===== src/rtl/adc_spi_sampler.sv =====
// -----------------------------------------------------------------------------
// adc_spi_sampler
//
// Purpose:
//    Front-end sampler for spike_detection_avalon. While enable_i is high it
//    runs one SPI mode-0 conversion every SAMPLE_PERIOD clocks. Each conversion
//    clocks DATA_W bits out of a serial ADC, MSB first, and presents the word
//    on sample_o with a one-cycle sample_valid_o strobe.
//
// Configuration macro:
//    ADC_SAMPLER_TWOS_COMP_EN - when defined, the ADC word is treated as
//    offset-binary. It is converted to two's complement by inverting the MSB.
//    When undefined, the captured word is passed through unchanged.
//
// Parameters:
//    DATA_W        sample width and number of SCLK bits per conversion
//    CLK_DIV       SCLK half-period in avl_clk_i cycles (>= 1)
//    SAMPLE_PERIOD clocks between consecutive chip-select falling edges
//                  (>= 2*DATA_W*CLK_DIV + 2*CLK_DIV + 1)
//
// Ports:
//    avl_clk_i      in   system clock
//    avl_reset_i    in   synchronous reset, active low
//    enable_i       in   acquisition enable (level)
//    adc_cs_n_o     out  ADC chip select, active low
//    adc_sclk_o     out  ADC serial clock, idle low
//    adc_miso_i     in   ADC serial data, MSB first
//    sample_o       out  last captured sample, held until the next capture
//    sample_valid_o out  one-cycle strobe: sample_o has just been updated
//    busy_o         out  a conversion is in progress
//
// Timing note:
//    Every output is registered from the current state. The pins therefore
//    trail the state register by one cycle. The period counter and all
//    durations are measured on the state, so the pin timing is the same
//    pattern shifted by one cycle.
// -----------------------------------------------------------------------------
module adc_spi_sampler #(
   parameter int DATA_W        = 16,
   parameter int CLK_DIV       = 4,
   parameter int SAMPLE_PERIOD = 200
) (
   input  logic              avl_clk_i,
   input  logic              avl_reset_i,
   input  logic              enable_i,
   output logic              adc_cs_n_o,
   output logic              adc_sclk_o,
   input  logic              adc_miso_i,
   output logic [DATA_W-1:0] sample_o,
   output logic              sample_valid_o,
   output logic              busy_o
);

   localparam int DIV_W  = (CLK_DIV > 1) ? $clog2(CLK_DIV) : 1;
   localparam int EDGE_W = $clog2(2 * DATA_W);
   localparam int PER_W  = $clog2(SAMPLE_PERIOD);

   localparam logic [DIV_W-1:0]  DIV_LAST  = DIV_W'(CLK_DIV - 1);
   localparam logic [EDGE_W-1:0] EDGE_LAST = EDGE_W'(2 * DATA_W - 1);
   localparam logic [PER_W-1:0]  PER_LAST  = PER_W'(SAMPLE_PERIOD - 1);

   typedef enum logic [2:0] {
      S_IDLE,
      S_SETUP,
      S_SHIFT,
      S_HOLD,
      S_DONE,
      S_WAIT
   } state_t;

   state_t              r_state;
   state_t              w_state_next;

   logic [DIV_W-1:0]    r_div;      // cycles within the current SCLK half-period
   logic [EDGE_W-1:0]   r_edge;     // SCLK half-period index within SHIFT
   logic [PER_W-1:0]    r_period;   // cycles since the current conversion entered SETUP
   logic [DATA_W-1:0]   r_shift;

   logic                r_cs_n;
   logic                r_sclk;
   logic                r_valid;
   logic                r_busy;
   logic [DATA_W-1:0]   r_sample;

   logic                w_cs_n_next;
   logic                w_sclk_next;
   logic                w_valid_next;
   logic                w_busy_next;
   logic [DATA_W-1:0]   w_sample_next;
   logic [DATA_W-1:0]   w_word;

   logic                w_div_wrap;
   logic                w_state_change;
   logic                w_enter_setup;
   logic                w_capture;

   assign w_div_wrap     = (r_div == DIV_LAST);
   assign w_state_change = (w_state_next != r_state);
   assign w_enter_setup  = (w_state_next == S_SETUP) && (r_state != S_SETUP);
   // Sample MISO on the clock edge that registers SCLK from 0 to 1.
   assign w_capture      = w_sclk_next & ~r_sclk;

`ifdef ADC_SAMPLER_TWOS_COMP_EN
   assign w_word = {~r_shift[DATA_W-1], r_shift[DATA_W-2:0]};
`else
   assign w_word = r_shift;
`endif

   // State register, timing counters and shift register
   always_ff @(posedge avl_clk_i) begin
      if (!avl_reset_i) begin
         r_state  <= S_IDLE;
         r_div    <= '0;
         r_edge   <= '0;
         r_period <= '0;
         r_shift  <= '0;
      end else begin
         r_state <= w_state_next;

         // The divider restarts on every state change. SETUP, SHIFT and HOLD
         // therefore all begin on a half-period boundary.
         if (w_state_change) begin
            r_div  <= '0;
            r_edge <= '0;
         end else if (w_div_wrap) begin
            r_div  <= '0;
            r_edge <= r_edge + EDGE_W'(1);
         end else begin
            r_div  <= r_div + DIV_W'(1);
         end

         if (w_enter_setup) begin
            r_period <= '0;
         end else if ((r_state != S_IDLE) && (r_period != PER_LAST)) begin
            r_period <= r_period + PER_W'(1);
         end

         if (w_capture) begin
            r_shift <= {r_shift[DATA_W-2:0], adc_miso_i};
         end
      end
   end

   // Next-state logic
   always_comb begin
      w_state_next = r_state;
      case (r_state)
         S_IDLE: begin
            if (enable_i) w_state_next = S_SETUP;
         end
         S_SETUP: begin
            if (w_div_wrap) w_state_next = S_SHIFT;
         end
         S_SHIFT: begin
            if (w_div_wrap && (r_edge == EDGE_LAST)) w_state_next = S_HOLD;
         end
         S_HOLD: begin
            if (w_div_wrap) w_state_next = S_DONE;
         end
         S_DONE: begin
            // At the minimum legal SAMPLE_PERIOD the period is already used up
            // here. In that case WAIT is skipped and the next conversion starts
            // at once.
            if (!enable_i)                   w_state_next = S_IDLE;
            else if (r_period == PER_LAST)   w_state_next = S_SETUP;
            else                             w_state_next = S_WAIT;
         end
         S_WAIT: begin
            if (!enable_i)                   w_state_next = S_IDLE;
            else if (r_period == PER_LAST)   w_state_next = S_SETUP;
         end
         default: w_state_next = S_IDLE;
      endcase
   end

   // Output decode (registered below)
   always_comb begin
      w_cs_n_next   = 1'b1;
      w_sclk_next   = 1'b0;
      w_valid_next  = 1'b0;
      w_busy_next   = 1'b0;
      w_sample_next = r_sample;
      case (r_state)
         S_SETUP, S_HOLD: begin
            w_cs_n_next = 1'b0;
            w_busy_next = 1'b1;
         end
         S_SHIFT: begin
            // SCLK is high on even half-periods, so the first half-period of
            // SHIFT is high and the last one is low.
            w_cs_n_next = 1'b0;
            w_busy_next = 1'b1;
            w_sclk_next = ~r_edge[0];
         end
         S_DONE: begin
            w_busy_next   = 1'b1;
            w_valid_next  = 1'b1;
            w_sample_next = w_word;
         end
         default: ;
      endcase
   end

   always_ff @(posedge avl_clk_i) begin
      if (!avl_reset_i) begin
         r_cs_n   <= 1'b1;
         r_sclk   <= 1'b0;
         r_valid  <= 1'b0;
         r_busy   <= 1'b0;
         r_sample <= '0;
      end else begin
         r_cs_n   <= w_cs_n_next;
         r_sclk   <= w_sclk_next;
         r_valid  <= w_valid_next;
         r_busy   <= w_busy_next;
         r_sample <= w_sample_next;
      end
   end

   assign adc_cs_n_o     = r_cs_n;
   assign adc_sclk_o     = r_sclk;
   assign sample_o       = r_sample;
   assign sample_valid_o = r_valid;
   assign busy_o         = r_busy;

endmodule

===== config.mk =====
export PLATFORM = sky130hd
export DESIGN_NAME = adc_spi_sampler
export DESIGN_NICKNAME = d
export VERILOG_FILES = /design/src/rtl/adc_spi_sampler.sv
export SDC_FILE = /design/constraint.sdc
export NUM_CORES = 1
export LEC_CHECK = 0
export ABC_AREA = 1
export ABC_CLOCK_PERIOD_IN_PS = 2810
export CAP_MARGIN = 20
export CORE_MARGIN = 5
export CORE_UTILIZATION = 59
export CTS_CLUSTER_DIAMETER = 30
export DETAILED_ROUTE_END_ITERATION = 6
export HOLD_SLACK_MARGIN = 0.15
export PLACE_DENSITY = 0.83
export SLEW_MARGIN = 0
export SYNTH_ARGS = -nofsm -noshare
export SYNTH_HDL_FRONTEND = slang
export SYNTH_SLANG_ARGS = --single-unit

===== constraint.sdc =====
create_clock -name avl_clk_i -period 2.81 [get_ports avl_clk_i]
set_input_delay 0.562 -clock avl_clk_i [delete_from_list [all_inputs] [get_ports avl_clk_i]]
set_output_delay 0.562 -clock avl_clk_i [all_outputs]
set_load 0.01 [all_outputs]

==> results of run 1 <==
[per-stage QoR]
| step | worst slack, ns | std cells | utilization, % | hold slack [ns] |
|---|---|---|---|---|
| 6_report | 0.971 | 353 | 70.5 | 0.431 |
| 3_5_place_dp | 0.941 | 346 | 67.4 | 0.425 |
| 3_3_place_gp | 0.960 | 346 | 67.4 | 0.412 |
| 2_1_floorplan | 1.28 | 283 | - | 0.398 |
| 5_1_grt | 0.768 | 353 | 70.5 | 0.470 |
| 4_1_cts | 0.990 | 353 | 70.5 | 0.438 |
[worst register-to-register path: stages, from the launching register on]
cell	delay [ns]
dfxtp_1	0.35
ha_1	0.27
inv_1	0.09
nor2_1	0.06
a21oi_2	0.43
inv_1	0.17
o21ai_0	0.28
nand2_1	0.09
inv_1	0.06
[cells by family after synthesis]
family / Yosys count
adders and majority gates: 4
DFF: 54
xor gates and xnor gates: 6
and+or+nand+nor: 89
AOI/OAI and AO/OA: 75
buffers and inverters: 53
muxes: 2
[sequential cells by signal, indices dropped and copies added (netlist names)]
signal / flops
adc_cs_n_o: 1
adc_sclk_o: 1
busy_o: 1
r_div: 2
r_edge: 5
r_period: 8
r_shift: 16
r_state: 3
sample_o: 16
sample_valid_o: 1
[cell usage after synthesis]
master	instances	share of area [%]
buf_2	3	0.69
o21ai_0	36	8.3
nor3_2	1	0.46
dfxtp_1	54	50
xnor2_1	2	0.81
nor2_1	22	3.8
a21oi_2	2	0.81
and3_1	1	0.29
nor2_2	1	0.29
clkbuf_2	1	0.23
nand3_1	10	2.3
nand2_1	48	8.3
nand3b_1	2	0.69
mux2i_1	2	0.92
nand4_1	2	0.58
buf_4	1	0.35
clkbuf_1	6	1.0
o21ai_1	1	0.23
inv_1	40	6.9
a21oi_1	36	8.3
xor2_1	4	1.6
ha_1	4	2.3
inv_2	2	0.35
nor3_1	2	0.46
[cell type report]
class	count	area, µm²	share of cell area [%]
sequential	54	1080	42.5
inverter	42	158	6.20
multi-input combinational	176	878	34.5
clock inverter	1	30.0	1.18
timing repair buffer	26	253	9.94
tap	48	60.1	2.36
clock buffer	6	82.6	3.25
[worst max-delay path by stage]
stage,depth (start not counted),endpoint,slack [ns]
after floorplan,12,r_edge[0]$_SDFFE_PP0P_,1.28
after global placement,7,r_period[2]$_SDFFE_PP0P_,0.96
after detailed placement,7,r_period[3]$_SDFFE_PP0P_,0.94
after CTS,8,r_period[2]$_SDFFE_PP0P_,0.99
after global routing,8,r_period[2]$_SDFFE_PP0P_,0.77
final,8,r_period[2]$_SDFFE_PP0P_,0.97
[metal layers]
layer / GRT usage, % / share of wire, %
met1: 22.7 / 47
met4: 6.68 / 0.41
met2: 29.5 / 47
met3: 5.54 / 5.2
met5: 0 / 0
[report_power, final]
group | leakage, nW | total, mW | internal, mW | switching (mW)
combinational | 0.573 | 0.0819 | 0.0299 | 0.0520
sequential | 0.436 | 0.791 | 0.780 | 0.0106
clock | 0.0573 | 0.521 | 0.285 | 0.236
total | 1.07 | 1.39 | 1.10 | 0.298
==> results_dict.tcl, run 1 <==
set metrics [dict create \
    cts_tree "yes" \
    row_count 22 \
    startpoint_type "flip-flop" \
    grt_antenna_before_repair 0 \
    avgSynthCellArea_um2 7.66 \
    slowest_stage "a21oi_2" \
    setup_tns_ns 0 \
    die_x_um 70.6 \
    p_leak_nw 1.07 \
    clk_pin_slew_ns 0.09 \
    dr.pass1.iters 4 \
    cts_sinks 54 \
    muxShareOfSynthArea_pct 0.924 \
    cts_htree_levels 2 \
    dpl.hpwl_um 2760 \
    yosys.area_share.xor_xnor_pct 2.42 \
    final_common_cell "dfxtp_1" \
    post-cts-setup-buffers 0 \
    r2r_start "r_period[0]$_SDFFE_PP0P_" \
    r2r_end "r_period[2]$_SDFFE_PP0P_" \
    ctsHoldBuffers 0 \
    tightest_slew_ns 0.519 \
    ant_nets 0 \
    worst_slew_margin_rel_pct 65.4 \
    synth_fp_nets 291 \
    path_buf_inv 3 \
    core_um2 3610 \
    yosysSeqAreaShare_pct 49.9 \
    die_area_um2 4990 \
    fmax_mhz 544 \
    hp-start "r_div[0]$_SDFF_PP0_" \
    insertion_delay_ns 0.30 \
    ctsResizeCount 0 \
    finalNetCount 313 \
    drc 0 \
    initial_core_util_pct 60.1 \
    crit_family "compound AO/OA/AOI/OAI gates" \
    cts_max_path_buffers 2 \
    clock_skew_ns 0.00317 \
    holdPathStages 1 \
    synthSimpleGateAreaFrac_pct 17.2 \
    cp_slowest_stage_delay_ns 0.43 \
    hp-class "flip-flop to flip-flop" \
    finalMaxSlewViolations 0 \
    synth_area_um2 2170 \
    synth_cell_types 24 \
    r2r_slack_ns 0.97 \
    required_ns 3.06 \
    hold_viol 0 \
    crit_top_cell "inv_1" \
    synth-compound-area-share_pct 17.7 \
    routabilityCongestion 0.880 \
    final_area_um2 2540 \
    ys_ff_latch 54 \
    status "complete, no violations" \
    track_usage_pct 18.1 \
    area.growth.synth_to_final_pct 17.3 \
    drt-wirelength-per-cell_um 11.6 \
    viasPerCell 5.08 \
    critPathArrivalTime_ns 2.09 \
    fin_total_pwr_mw 1.39 \
    die_h_um 70.6 \
    synthCells 283 \
    numCtsBuffers 5 \
    final_cell_mix "54 x dfxtp_1, 48 x nand2_1, 40 x inv_1, 36 x o21ai_0, 36 x a21oi_1" \
    grt_setup_unrepaired "no" \
    dr.first_iter.drc_count 140 \
    path_cells "ha_1, inv_1, nor2_1, a21oi_2, inv_1, o21ai_0, nand2_1, inv_1" \
    powerDensity_nw_per_um2 548 \
    antennaDiodeCount 0 \
    port_buffers 23 \
    ioPinCount 24 \
    ir_drop_mv 0.437 \
    placed_cell_area_um2 2430 \
    path_class "flip-flop to flip-flop" \
    period_needed_ns 1.84 \
    dr_total_vias 1795 \
    routed_wl_um 4100 \
    grt_pass1_vias 1696 \
    cts_root_buf "clkbuf_8" \
    end_kind "flip-flop" \
    crit_start "r_period[0]$_SDFFE_PP0P_" \
    yosys_warnings 0 \
    drive_above_1_share_pct 5.25 \
    n_fill_cell 301 \
    grt_pass1_wl_um 7310 \
    setup_viol 0 \
    grt_max_degree 35 \
    cap_violations 0 \
    period_share_pct 65.5 \
    worstPathMaxFanout 12 \
    synth_top_family_by_area "compound AO/OA/AOI/OAI gates" \
    synth-adder-area-share_pct 2.31 \
    holdPathEnd "r_div[0]$_SDFF_PP0_" \
    r2r_cells 8 \
    overflow 0 \
]
Note: power is estimated with default switching activity, not from simulation.
==> run 2: changes to the inputs <==
- ABC_CLOCK_PERIOD_IN_PS: 2810 -> 1750
- CORE_UTILIZATION: 59 -> 55
- PLACE_DENSITY: 0.83 -> 0.78
- clock period: 2.81 -> 1.75 ns (I/O delays scaled with it)
==> results_dict.tcl, run 2 (synthesis gave the netlist of run 1 again) <==
set metrics [dict create \
    status "complete, no violations" \
    hold_viol 0 \
    final_area_um2 2600 \
    critPathArrivalTime_ns 1.89 \
    cap_violations 0 \
    drc 0 \
    hp-start "r_div[0]$_SDFF_PP0_" \
    cts_tree "yes" \
    holdPathEnd "r_div[0]$_SDFF_PP0_" \
    p_leak_nw 1.08 \
    period_needed_ns 1.65 \
    ir_drop_mv 0.588 \
    setup_tns_ns 0 \
    worstPathMaxFanout 5 \
    dr.first_iter.drc_count 95 \
    end_kind "flip-flop" \
    final_cell_mix "53 x dfxtp_1, 48 x nand2_1, 39 x inv_1, 36 x o21ai_0, 35 x a21oi_1" \
    grt_max_degree 33 \
    finalMaxSlewViolations 0 \
    row_count 22 \
    fin_cells 356 \
    numCtsBuffers 5 \
    grt_antenna_before_repair 0 \
    grt_pass1_vias 1610 \
    tightest_slew_ns 0.375 \
    r2r_start "r_edge[0]$_SDFFE_PP0P_" \
    clkPwrFrac_pct 37.2 \
    clk_pin_slew_ns 0.09 \
    area.growth.synth_to_final_pct 19.8 \
    track_usage_pct 16.1 \
    final_common_cell "dfxtp_1" \
    startpoint_type "flip-flop" \
    dpl.hpwl_um 2690 \
    insertion_delay_ns 0.30 \
    drive_above_1_share_pct 9.09 \
    antennaDiodeCount 0 \
    overflow 0 \
    ioPinCount 24 \
    cts_htree_levels 2 \
    n_fill_cell 319 \
    routabilityCongestion 0.858 \
    dr.pass1.iters 4 \
    worst_slew_margin_rel_pct 75.0 \
    core_um2 3740 \
    fmax_mhz 605 \
    ctsHoldBuffers 0 \
    holdPathStages 1 \
    ant_nets 0 \
    grt_pass1_wl_um 6840 \
    die_h_um 72.8 \
    die_area_um2 5300 \
    p_comb_share_pct 6.4 \
    routed_wl_um 4000 \
    finalNetCount 315 \
    hp-class "flip-flop to flip-flop" \
    intPower_mw 1.74 \
    cts_sinks 54 \
    required_ns 1.99 \
    placed_cell_area_um2 2440 \
    sw_frac_of_total_pct 22.7 \
    cts_max_path_buffers 2 \
    r2r_cells 12 \
    dr_total_vias 1791 \
    setup_viol 0 \
    p_sw_uw 510 \
    r2r_end "r_edge[0]$_SDFFE_PP0P_" \
    r2r_slack_ns 0.1 \
    initial_core_util_pct 57.9 \
    viasPerCell 5.03 \
    drt-wirelength-per-cell_um 11.2 \
    place_inst 348 \
    port_buffers 23 \
    p_seq_share_pct 56.4 \
    path_class "flip-flop to flip-flop" \
    clock_skew_ns 0.00469 \
    powerDensity_nw_per_um2 867 \
    die_x_um 72.8 \
    period_share_pct 94.4 \
    cts_root_buf "clkbuf_8" \
]
==> run 2: cell count changes in the layout (fill, tap and decap cells not counted), moves of 2 or more <==
cell,previous run,this run
nand3_1,10,7
nand3_2,0,2
buf_4,3,5
nor2_1,22,19
nor2_2,1,4
==> run 2: worst max-delay path: stages, from the launching register on <==
cell and delay (ns):
dfxtp_2 0.35, ha_1 0.20, and3_1 0.18, ha_1 0.17
nand2_1 0.07, inv_1 0.05, nand3_2 0.09, nand2_1 0.06
nand2_1 0.06, nand2_1 0.06, inv_2 0.08, nand3_4 0.11
nor2_1 0.13
==> run 2: what timing repair did <==
action / 4_1_cts / 5_1_grt
setup buffers: 0 / 0
setup endpoints to repair: 0 / 15
resized for setup: 0 / 10
==> run 2: worst max path at each step <==
| stage | startpoint | endpoint | cells after the start |
|---|---|---|---|
| finish | r_edge[0]$_SDFFE_PP0P_ | r_edge[0]$_SDFFE_PP0P_ | 12 |
| detailed placement | enable_i | r_period[5]$_SDFFE_PP0P_ | 7 |
| floorplan | r_edge[0]$_SDFFE_PP0P_ | r_edge[0]$_SDFFE_PP0P_ | 12 |
| global route | r_edge[0]$_SDFFE_PP0P_ | r_edge[3]$_SDFFE_PP0P_ | 12 |
| global placement | enable_i | r_period[1]$_SDFFE_PP0P_ | 7 |
| CTS | r_edge[0]$_SDFFE_PP0P_ | r_edge[2]$_SDFFE_PP0P_ | 12 |
==> run 2: per-layer routing <==
metal,vias to the layer above,GRT usage [%],wire [µm]
li1,953,-,-
met1,805,19.3,1870
met2,24,27.1,1890
met3,9,4.13,158
met4,0,7.38,78
met5,-,0,0
==> run 2: power groups by stage <==
| stage | logic [mW] | clock network, mW | registers (mW) |
|---|---|---|---|
| 6_report | 0.145 | 0.837 | 1.27 |
| 4_1_cts | 0.137 | 0.859 | 1.27 |
| 3_3_place_gp | 0.133 | 0 | 1.30 |
| 2_1_floorplan | 0.0947 | 0 | 1.30 |
| 5_1_grt | 0.163 | 0.914 | 1.27 |
| 3_5_place_dp | 0.135 | 0 | 1.30 |
==> run 2: cell type report <==
type / instances / area [µm²] / share of cell area [%]
clock buffers: 5 / 68.8 / 2.65
clock inverters: 3 / 47.5 / 1.83
inverters: 42 / 158 / 6.07
multi-input cells: 176 / 912 / 35.1
flip-flops and latches: 54 / 1080 / 41.7
well taps: 48 / 60.1 / 2.31
repair buffers: 28 / 268 / 10.3
==> run 2: per-stage QoR <==
| step | power [mW] | util, % | hold slack, ns | setup WS [ns] |
|---|---|---|---|---|
| after floorplan | 1.39 | - | 0.398 | 0.220 |
| after global placement | 1.43 | 65.3 | 0.412 | 0.0735 |
| after detailed placement | 1.43 | 65.3 | 0.419 | 0.0171 |
| after CTS | 2.27 | 68.4 | 0.433 | 0.0129 |
| after global routing | 2.35 | 69.4 | 0.454 | -0.0284 |
| final | 2.25 | 69.4 | 0.422 | 0.0975 |
==> run 3: changes to the inputs <==
- ABC_CLOCK_PERIOD_IN_PS: 1750 -> 1350
- CORE_UTILIZATION: 55 -> 49
- PLACE_DENSITY: 0.78 -> 0.74
- clock period: 1.75 -> 1.35 ns (I/O delays scaled with it)
==> results_dict.tcl, run 3 (synthesis gave the netlist of run 1 again) <==
set metrics [dict create \
    routed_wl_um 5670 \
    clkPwrFrac_pct 31.6 \
    p_leak_nw 1.42 \
    p_sw_uw 767 \
    cts_root_buf "clkbuf_8" \
    cts_max_path_buffers 2 \
    area.growth.synth_to_final_pct 49.7 \
    antennaDiodeCount 0 \
    fmax_mhz 654 \
    startpoint_type "flip-flop" \
    routabilityCongestion 0.789 \
    drive_above_1_share_pct 38.0 \
    tightest_slew_ns 0.232 \
    ir_drop_mv 0.794 \
    powerDensity_nw_per_um2 904 \
    ctsHoldBuffers 0 \
    holdPathStages 2 \
    worstPathMaxFanout 5 \
    die_x_um 76.5 \
    n_fill_cell 303 \
    fin_cells 405 \
    place_inst 384 \
    track_usage_pct 16.8 \
    final_cell_mix "44 x dfxtp_1, 36 x nand2_1, 36 x buf_4, 34 x inv_1, 24 x a21oi_1" \
    worst_slack_ns -0.180 \
    grt_antenna_before_repair 0 \
    insertion_delay_ns 0.31 \
    grt_setup_unrepaired "yes" \
    required_ns 1.60 \
    end_kind "flip-flop" \
    grt_pass1_wl_um 8380 \
    intPower_mw 2.16 \
    die_h_um 76.5 \
    initial_core_util_pct 50.1 \
    port_buffers 23 \
    final_common_cell "dfxtp_1" \
    fin_util_pct 75.0 \
    cts_sinks 54 \
    grt_pass1_vias 1935 \
    ioPinCount 24 \
    hp-class "flip-flop to flip-flop" \
    violations "negative setup slack" \
    fin_total_pwr_mw 2.93 \
    dr.first_iter.drc_count 98 \
    clk_pin_slew_ns 0.10 \
    finalMaxSlewViolations 0 \
    worst_slew_margin_rel_pct 84.5 \
    overflow 0 \
    p_seq_share_pct 56.4 \
    period_share_pct 113 \
    hold_viol 0 \
    status "finished with violations" \
    drc 0 \
    dpl.hpwl_um 3080 \
    drt-wirelength-per-cell_um 14.0 \
    critPathArrivalTime_ns 1.78 \
    finalNetCount 360 \
    sw_frac_of_total_pct 26.2 \
    die_area_um2 5850 \
    row_count 24 \
    r2r_cells 12 \
    dr.pass1.iters 4 \
    cts_tree "yes" \
    viasPerCell 5.16 \
    ant_nets 0 \
    period_needed_ns 1.53 \
    path_class "flip-flop to flip-flop" \
    setup_viol 14 \
    core_um2 4320 \
    clock_skew_ns 0.00357 \
    p_comb_share_pct 12.0 \
    dr_total_vias 2091 \
    cap_violations 0 \
    grt_max_degree 34 \
    numCtsBuffers 5 \
    cts_htree_levels 2 \
]
==> run 3: cell count changes in the layout (fill, tap and decap cells not counted), sizes merged <==
cell / delta
buf: +44
clkdlybuf4s50: -20
dlygate4sd2: +20
clkbuf: +2
bufinv: -1
==> run 3: final timing paths <==
check,to,slack (ns),startpoint
hold reg to reg,sample_o[15]$_SDFFE_PN0P_,0.47,r_shift[15]$_SDFFE_PN0P_
setup / recovery,r_edge[0]$_SDFFE_PP0P_,-0.18,r_edge[0]$_SDFFE_PP0P_
setup reg to reg,r_edge[0]$_SDFFE_PP0P_,-0.18,r_edge[0]$_SDFFE_PP0P_
hold / removal,sample_o[15]$_SDFFE_PN0P_,0.47,r_shift[15]$_SDFFE_PN0P_
==> run 3: cell type report <==
type                            instances  area, µm²  share of cell area, %
Tap cell                               52       65.1                   2.01
Timing Repair Buffer                   73        653                   20.1
Clock inverter                          2       17.5                  0.540
Multi-Input combinational cell        176       1180                   36.3
Sequential cell                        54       1090                   33.7
Inverter                               42        163                   5.02
Clock buffer                            6       72.6                   2.24
==> run 3: metrics by stage <==
step	setup WS (ns)	instance area (µm²)	TNS (ns)	hold WS (ns)
after floorplan	-0.0679	2210	-0.495	0.369
after global placement	-0.188	2750	-2.37	0.409
after detailed placement	-0.200	2750	-2.49	0.422
after CTS	-0.117	2900	-0.787	0.445
after global routing	-0.261	3240	-3.09	0.506
final	-0.180	3240	-1.42	0.471
==> run 3: routing by layer <==
metal | wire (µm) | up-vias | GRT usage [%]
li1 | - | 1041 | -
met1 | 2440 | 1000 | 20.8
met2 | 2970 | 38 | 29.9
met3 | 143 | 12 | 3.31
met4 | 128 | 0 | 3.67
met5 | 0 | - | 0
==> run 3: worst max-delay path: stages, from the launching register on <==
cell and delay, ns:
dfxtp_2 0.35, ha_4 0.16, and3_4 0.15, ha_4 0.15
nand2_2 0.06, inv_2 0.04, nand3_4 0.09, nand2_2 0.07
nand2_1 0.06, nand2_1 0.05, inv_2 0.08, nand3_4 0.10
nor2_1 0.11
==> run 3: power groups by stage <==
stage	logic (mW)	registers [mW]	clock network [mW]
2_1_floorplan	0.125	1.68	0
5_1_grt	0.382	1.66	1.02
4_1_cts	0.243	1.65	0.938
3_5_place_dp	0.233	1.68	0
6_report	0.352	1.65	0.926
3_3_place_gp	0.227	1.67	0
==> run 3: timing repair <==
| action | 4_1_cts | 5_1_grt |
|---|---|---|
| endpoints found under the hold margin | 0 | 0 |
| gates resized for setup | 44 | 88 |
| endpoints found under the setup margin | 36 | 32 |
| pin swaps | 14 | 18 |
| buffers inserted | 2 | 8 |
| gates cloned | 0 | 4 |
